**src/rtl/uart_pkg.sv**
```systemverilog
// Shared UART definitions: parity and FSM enums, baud select codes, divisor math.
package uart_pkg;

    localparam int unsigned DIV_W = 15;

    localparam logic [1:0] BAUD_115200 = 2'd0;
    localparam logic [1:0] BAUD_9600   = 2'd1;
    localparam logic [1:0] BAUD_4800   = 2'd2;
    localparam logic [1:0] BAUD_2400   = 2'd3;

    typedef enum logic [1:0] {
        PAR_NONE = 2'd0,
        PAR_EVEN = 2'd1,
        PAR_ODD  = 2'd2
    } parity_t;

    typedef enum logic [2:0] {
        ST_IDLE,
        ST_START,
        ST_DATA,
        ST_PARITY,
        ST_STOP
    } tx_state_t;

    function automatic int unsigned baud_rate(input logic [1:0] sel);
        int unsigned rate;
        case (sel)
            BAUD_115200: rate = 115200;
            BAUD_9600:   rate = 9600;
            BAUD_4800:   rate = 4800;
            default:     rate = 2400;
        endcase
        return rate;
    endfunction

    // Rounded clk cycles per bit for the selected baud rate.
    function automatic logic [DIV_W-1:0] baud_divisor(input int unsigned clk_hz,
                                                      input logic [1:0]  sel);
        int unsigned rate;
        rate = baud_rate(sel);
        return DIV_W'((clk_hz + rate / 2) / rate);
    endfunction

    // Parity mode 3 is treated as "none".
    function automatic parity_t decode_parity(input logic [1:0] mode);
        parity_t p;
        case (mode)
            2'd1:    p = PAR_EVEN;
            2'd2:    p = PAR_ODD;
            default: p = PAR_NONE;
        endcase
        return p;
    endfunction

endpackage

```
**src/rtl/uart_baud_div.sv**
```systemverilog
// Bit-period down-counter: restart loads DIV-1 for the chosen baud rate and
// latches the selection; tick is high for the one cycle the count is zero.
module uart_baud_div
    import uart_pkg::*;
#(
    parameter int unsigned CLK_HZ = 50_000_000
)
(
    input  logic       clk,
    input  logic       rst_n,
    input  logic       restart,
    input  logic [1:0] baud_sel,
    input  logic       enable,
    output logic       tick
);

    localparam logic [DIV_W-1:0] DIV_0 = baud_divisor(CLK_HZ, BAUD_115200);
    localparam logic [DIV_W-1:0] DIV_1 = baud_divisor(CLK_HZ, BAUD_9600);
    localparam logic [DIV_W-1:0] DIV_2 = baud_divisor(CLK_HZ, BAUD_4800);
    localparam logic [DIV_W-1:0] DIV_3 = baud_divisor(CLK_HZ, BAUD_2400);

    logic [1:0]       sel_q;
    logic [DIV_W-1:0] cnt_q;

    function automatic logic [DIV_W-1:0] reload_of(input logic [1:0] sel);
        logic [DIV_W-1:0] r;
        case (sel)
            BAUD_115200: r = DIV_0 - DIV_W'(1);
            BAUD_9600:   r = DIV_1 - DIV_W'(1);
            BAUD_4800:   r = DIV_2 - DIV_W'(1);
            default:     r = DIV_3 - DIV_W'(1);
        endcase
        return r;
    endfunction

    assign tick = enable && (cnt_q == '0);

    // Count down while enabled, reloading from the latched selection at zero.
    always_ff @(posedge clk or negedge rst_n) begin
        if (!rst_n) begin
            sel_q <= BAUD_115200;
            cnt_q <= '0;
        end else if (restart) begin
            sel_q <= baud_sel;
            cnt_q <= reload_of(baud_sel);
        end else if (enable) begin
            if (cnt_q == '0) cnt_q <= reload_of(sel_q);
            else             cnt_q <= cnt_q - DIV_W'(1);
        end
    end

endmodule

```
**src/rtl/uart_tx_frame.sv**
```systemverilog
// UART transmitter: one word per valid/ready handshake, with per-frame baud,
// parity and stop-bit settings, and a one-cycle done pulse after each frame.
module uart_tx_frame
    import uart_pkg::*;
#(
    parameter int unsigned CLK_HZ    = 50_000_000,
    parameter int unsigned DATA_BITS = 8
)
(
    input  logic                 clk,
    input  logic                 rst_n,
    input  logic                 in_valid,
    input  logic [DATA_BITS-1:0] in_data,
    output logic                 in_ready,
    input  logic [1:0]           baud_sel,
    input  logic [1:0]           parity_mode,
    input  logic                 two_stop,
    output logic                 busy,
    output logic                 tx_done,
    output logic                 tx
);

    localparam int unsigned      IDX_W    = $clog2(DATA_BITS);
    localparam logic [IDX_W-1:0] LAST_IDX = IDX_W'(DATA_BITS - 1);

    tx_state_t            state_q, state_d;
    logic [IDX_W-1:0]     idx_q, idx_d;
    logic                 second_stop_q, second_stop_d;
    logic [DATA_BITS-1:0] data_q, data_d;
    parity_t              par_q, par_d;
    logic                 two_stop_q, two_stop_d;
    logic                 tx_d, busy_d, ready_d, done_d;
    logic                 accept, bit_tick, parity_bit;

    // in_ready is high exactly while the FSM sits in IDLE.
    assign accept     = in_valid && in_ready;
    assign parity_bit = (^data_q) ^ (par_q == PAR_ODD);

    uart_baud_div #(
        .CLK_HZ (CLK_HZ)
    ) u_baud (
        .clk      (clk),
        .rst_n    (rst_n),
        .restart  (accept),
        .baud_sel (baud_sel),
        .enable   (busy),
        .tick     (bit_tick)
    );

    // Next-state, frame latching, and next-cycle output decode.
    always_comb begin
        state_d       = state_q;
        idx_d         = idx_q;
        second_stop_d = second_stop_q;
        data_d        = data_q;
        par_d         = par_q;
        two_stop_d    = two_stop_q;
        done_d        = 1'b0;

        case (state_q)
            ST_IDLE: begin
                if (accept) begin
                    state_d       = ST_START;
                    data_d        = in_data;
                    par_d         = decode_parity(parity_mode);
                    two_stop_d    = two_stop;
                    idx_d         = '0;
                    second_stop_d = 1'b0;
                end
            end
            ST_START: begin
                if (bit_tick) begin
                    state_d = ST_DATA;
                    idx_d   = '0;
                end
            end
            ST_DATA: begin
                if (bit_tick) begin
                    if (idx_q == LAST_IDX)
                        state_d = (par_q == PAR_NONE) ? ST_STOP : ST_PARITY;
                    else
                        idx_d = idx_q + 1'b1;
                end
            end
            ST_PARITY: begin
                if (bit_tick) state_d = ST_STOP;
            end
            ST_STOP: begin
                if (bit_tick) begin
                    if (two_stop_q && !second_stop_q) begin
                        second_stop_d = 1'b1;
                    end else begin
                        state_d = ST_IDLE;
                        done_d  = 1'b1;
                    end
                end
            end
            default: state_d = ST_IDLE;
        endcase

        // Outputs are decoded from the next state so they can be registered
        // without adding a cycle of lag.
        case (state_d)
            ST_START:  tx_d = 1'b0;
            ST_DATA:   tx_d = data_q[idx_d];
            ST_PARITY: tx_d = parity_bit;
            default:   tx_d = 1'b1;
        endcase
        busy_d  = (state_d != ST_IDLE);
        ready_d = (state_d == ST_IDLE);
    end

    // State, frame registers and registered outputs; reset aborts any frame.
    always_ff @(posedge clk or negedge rst_n) begin
        if (!rst_n) begin
            state_q       <= ST_IDLE;
            idx_q         <= '0;
            second_stop_q <= 1'b0;
            data_q        <= '0;
            par_q         <= PAR_NONE;
            two_stop_q    <= 1'b0;
            tx            <= 1'b1;
            in_ready      <= 1'b1;
            busy          <= 1'b0;
            tx_done       <= 1'b0;
        end else begin
            state_q       <= state_d;
            idx_q         <= idx_d;
            second_stop_q <= second_stop_d;
            data_q        <= data_d;
            par_q         <= par_d;
            two_stop_q    <= two_stop_d;
            tx            <= tx_d;
            in_ready      <= ready_d;
            busy          <= busy_d;
            tx_done       <= done_d;
        end
    end

endmodule

```
**config.mk**
```make
export PLATFORM = sky130hd
export DESIGN_NAME = uart_tx_frame
export DESIGN_NICKNAME = d
export VERILOG_FILES = /design/src/rtl/uart_pkg.sv /design/src/rtl/uart_baud_div.sv /design/src/rtl/uart_tx_frame.sv
export SDC_FILE = /design/constraint.sdc
export NUM_CORES = 1
export LEC_CHECK = 0
export BUFFER_PORTS_ARGS = -buffer_cell sky130_fd_sc_hd__clkbuf_2
export CORE_ASPECT_RATIO = 0.9
export CORE_MARGIN = 2
export CORE_UTILIZATION = 60
export DETAILED_ROUTE_END_ITERATION = 16
export HOLD_SLACK_MARGIN = 0.05
export PLACE_DENSITY = 0.85
export SLEW_MARGIN = 20
export SYNTH_ARGS = -nofsm -noshare
export SYNTH_HDL_FRONTEND = slang
export SYNTH_SLANG_ARGS = --single-unit
```
**constraint.sdc**
```tcl
create_clock -name clk -period 3.1 [get_ports clk]
set_input_delay 0.62 -clock clk [delete_from_list [all_inputs] [get_ports clk]]
set_output_delay 0.62 -clock clk [all_outputs]
set_load 0.02 [all_outputs]
```
==> run_results.csv <==
group,metric,value,unit
yosys,synth-main-ff-cell,"dfrtp_1",
clock_tree,clkTransAtPathRegs,0.08,ns
route,via_per_inst,6.38,
yosys,async_reset_ff_share,100,%
global_routing,overflow,0,
floorplan,dieArea,4690,um^2
floorplan,initial_core_util,61.7,%
yosys,ys_seq_elements,39,
sta,rsz0062_at_grt,"false",
final_layout,layout.cells.most_common_list,"dfrtp_1, nand2_1, nor2_1, a21oi_1, clkbuf_2",
final_layout,layout_commonest_cell,"dfrtp_1",
sta,tightest_slew,0.864,ns
power_and_ir_drop,cellPowerDensity,712,nW/um^2
floorplan,io_pins,20,
yosys,syn_area,2500,um^2
clock_tree,cts_root_buf,"clkbuf_8",
floorplan,die_x,72.0,um
placement,hpwl,4270,um
flow_run,cap_viol_max_count,0,
sta,skew,0.00595,ns
clock_tree,cts_sinks,39,
yosys,synth-edff-count,0,
sta,tns,0,ns
route,wl_per_cell,17.3,um
sta,period_needed,2.93,ns
status,status,"finished, final reports clean",
sta,slew-limit-headroom,42.4,%
sta,finalSetupViolCount,0,
yosys,synth_cell_type_count,49,
global_routing,grt_pass1_wl,10100,um
route,vias,2200,
clock_tree,clk_latency,0.30,ns
critical_path,cp-start-kind,"flip-flop",
critical_path,cp-end-kind,"flip-flop",
yosys,netlist_instances,273,
yosys,synth_area_leaders,"dfrtp_1, ha_1, a21oi_1, mux2_2, nand2_1",
critical_path,reg2reg_from,"u_baud.cnt_q[0]",
floorplan,die_h,65.2,um
final_layout,num_antenna_cells,0,
clock_tree,cts_buffers,5,
route,drcViolationCount,0,
placement,io_buffer_count,19,
clock_tree,clock_path_buffers,2,
power_and_ir_drop,vdd_drop_max,461,uV
power_and_ir_drop,p_total,1.99,mW
clock_tree,cts_resized,0,
clock_tree,cts.htree.levels,2,
critical_path,worstSetupPathType,"flip-flop to flip-flop",
clock_tree,cts_setup_buffers,0,
final_layout,post-route-util,69.0,%
global_routing,grt_max_degree,40,
yosys,ys_seq_area_share,39.2,%
placement,place_congestion,0.964,
placement,dpl.cell_count,337,
critical_path,cp.arrival,3.16,ns
critical_path,crit_fanout,7,
power_and_ir_drop,power_leakage,1.26,nW
final_layout,drive_above_1_share,19.9,%
global_routing,antenna_found_initial,0,
sta,max_freq,341,MHz
route,dr.first_iter.drc_count,212,
route,first_pass_iters,4,
critical_path,cpMaxStageDelayCell,"or4b_4",
route,ant_nets,0,
yosys,ys.warnings.count,0,
final_layout,fill_cells,293,
critical_path,path_cells,"inv_1, ha_1, or4b_4, nor4_4, o211ai_2, a211o_1, mux2i_1, mux2_2, o211ai_1",
floorplan,core_region_area,4050,um^2
critical_path,startpoint,"u_baud.cnt_q[0]",
yosys,syn_nets,304,
sta,fin_crit_sh,94.5,%
floorplan,num_rows,22,
final_layout,final_cells,345,
final_layout,area_delta_synth_final,11.8,%
final_layout,fin_nets,327,
global_routing,grt.total_usage,27.9,%
sta,drv_slew,0,
global_routing,grt_pass1_vias,2171,
route,drt-total-wl,5950,um
critical_path,slowest_delay,0.50,ns
critical_path,cp.required,3.33,ns
yosys,yosysTopAreaCellShare,37.1,%
yosys,syn_avg_cell_area,9.14,um^2
clock_tree,cts_tree,"yes",
sta,hold_viol_final,0,
yosys,yosys.area.top_type,"dfrtp_1",
clock_tree,postCtsHoldBufs,0,
worst_hold_path,hold_path_class,"input pin to async pin",
-- final timing paths --
kind	endpoint	cells past startpoint	slack [ns]
min in group clk	second_stop_q	2	0.54
hold reg to reg	second_stop_q	2	0.54
max in group asynchronous	state_q[2]	1	2.13
setup / recovery	tx	9	0.17
setup reg to reg	tx	9	0.17
hold / removal	idx_q[0]	1	0.43
-- layer usage --
layer | vias to the layer above | track usage [%] | part of all wire (%)
li1 | 1026 | - | -
met1 | 1048 | 36.7 | 41
met2 | 108 | 45.4 | 48
met3 | 18 | 5.67 | 8.8
met4 | 0 | 11.1 | 2.4
met5 | - | 0 | 0
-- metrics by stage --
step / worst slack, ns / area (um^2) / hold slack (ns)
floorplan: 0.474 / 2500 / 0.324
global placement: 0.365 / 2660 / 0.468
detailed placement: 0.259 / 2660 / 0.513
CTS: 0.216 / 2790 / 0.499
global route: 0.0651 / 2790 / 0.524
finish: 0.171 / 2790 / 0.426
-- power breakdown --
group,internal (mW),total (mW),switching (mW),leakage [nW]
clock,0.321,0.516,0.195,0.0644
sequential,0.655,0.840,0.185,0.469
combinational,0.307,0.632,0.325,0.730
total,1.28,1.99,0.705,1.26
-- cells by family (layout without fill, tap and decap cells) --
family / count (synthesis) / after routing / synth area share (%)
AND/OR/NAND/NOR: 96 / 96 / 20.5
AO/OA/AOI/OAI: 73 / 73 / 18.5
flip-flops: 39 / 39 / 39.2
buffers and inverters: 26 / 50 / 4.21
adder cells (fa/ha/maj): 15 / 15 / 7.52
multiplexers: 15 / 15 / 6.92
XOR/XNOR: 9 / 9 / 3.16
-- Yosys cell counts, types with 7 or more instances --
master,instances
a21oi_1,24
mux2_2,10
ha_1,15
nand2_1,25
dfrtp_1,37
a31oi_1,8
inv_1,17
xnor2_1,7
nor2_1,24
o21ai_0,14
nor3_1,10
clkbuf_1,8
-- worst max-delay path, delay by kind of cell, from the launching register on --
family                     cells  cell delay (ns)
AOI/OAI and AO/OA              3             0.73
adders and majority gates      1             0.17
buffers and inverters          1             0.09
DFF                            1             0.42
muxes                          2             0.43
and+or+nand+nor                2             1.00
-- sequential cells by signal, summed over array words and instances, names as in the netlist --
signal / count
two_stop_q: 1
second_stop_q: 1
busy: 1
state_q: 3
in_ready: 1
tx_done: 1
par_q: 2
u_baud.sel_q: 2
idx_q: 3
u_baud.cnt_q: 15
tx: 1
data_q: 8
-- layout make-up --
cell class                 count  area, um^2  area share (%)
tap                           48        60.1            2.15
inverter                      17        63.8            2.29
clock buffer                   5        68.8            2.47
timing repair buffer          25         140            5.02
sequential                    39         978            35.1
multi-input combinational    208        1410            50.6
clock inverter                 3        67.6            2.42
No activity file was read; power rests on OpenSTA's default activity.
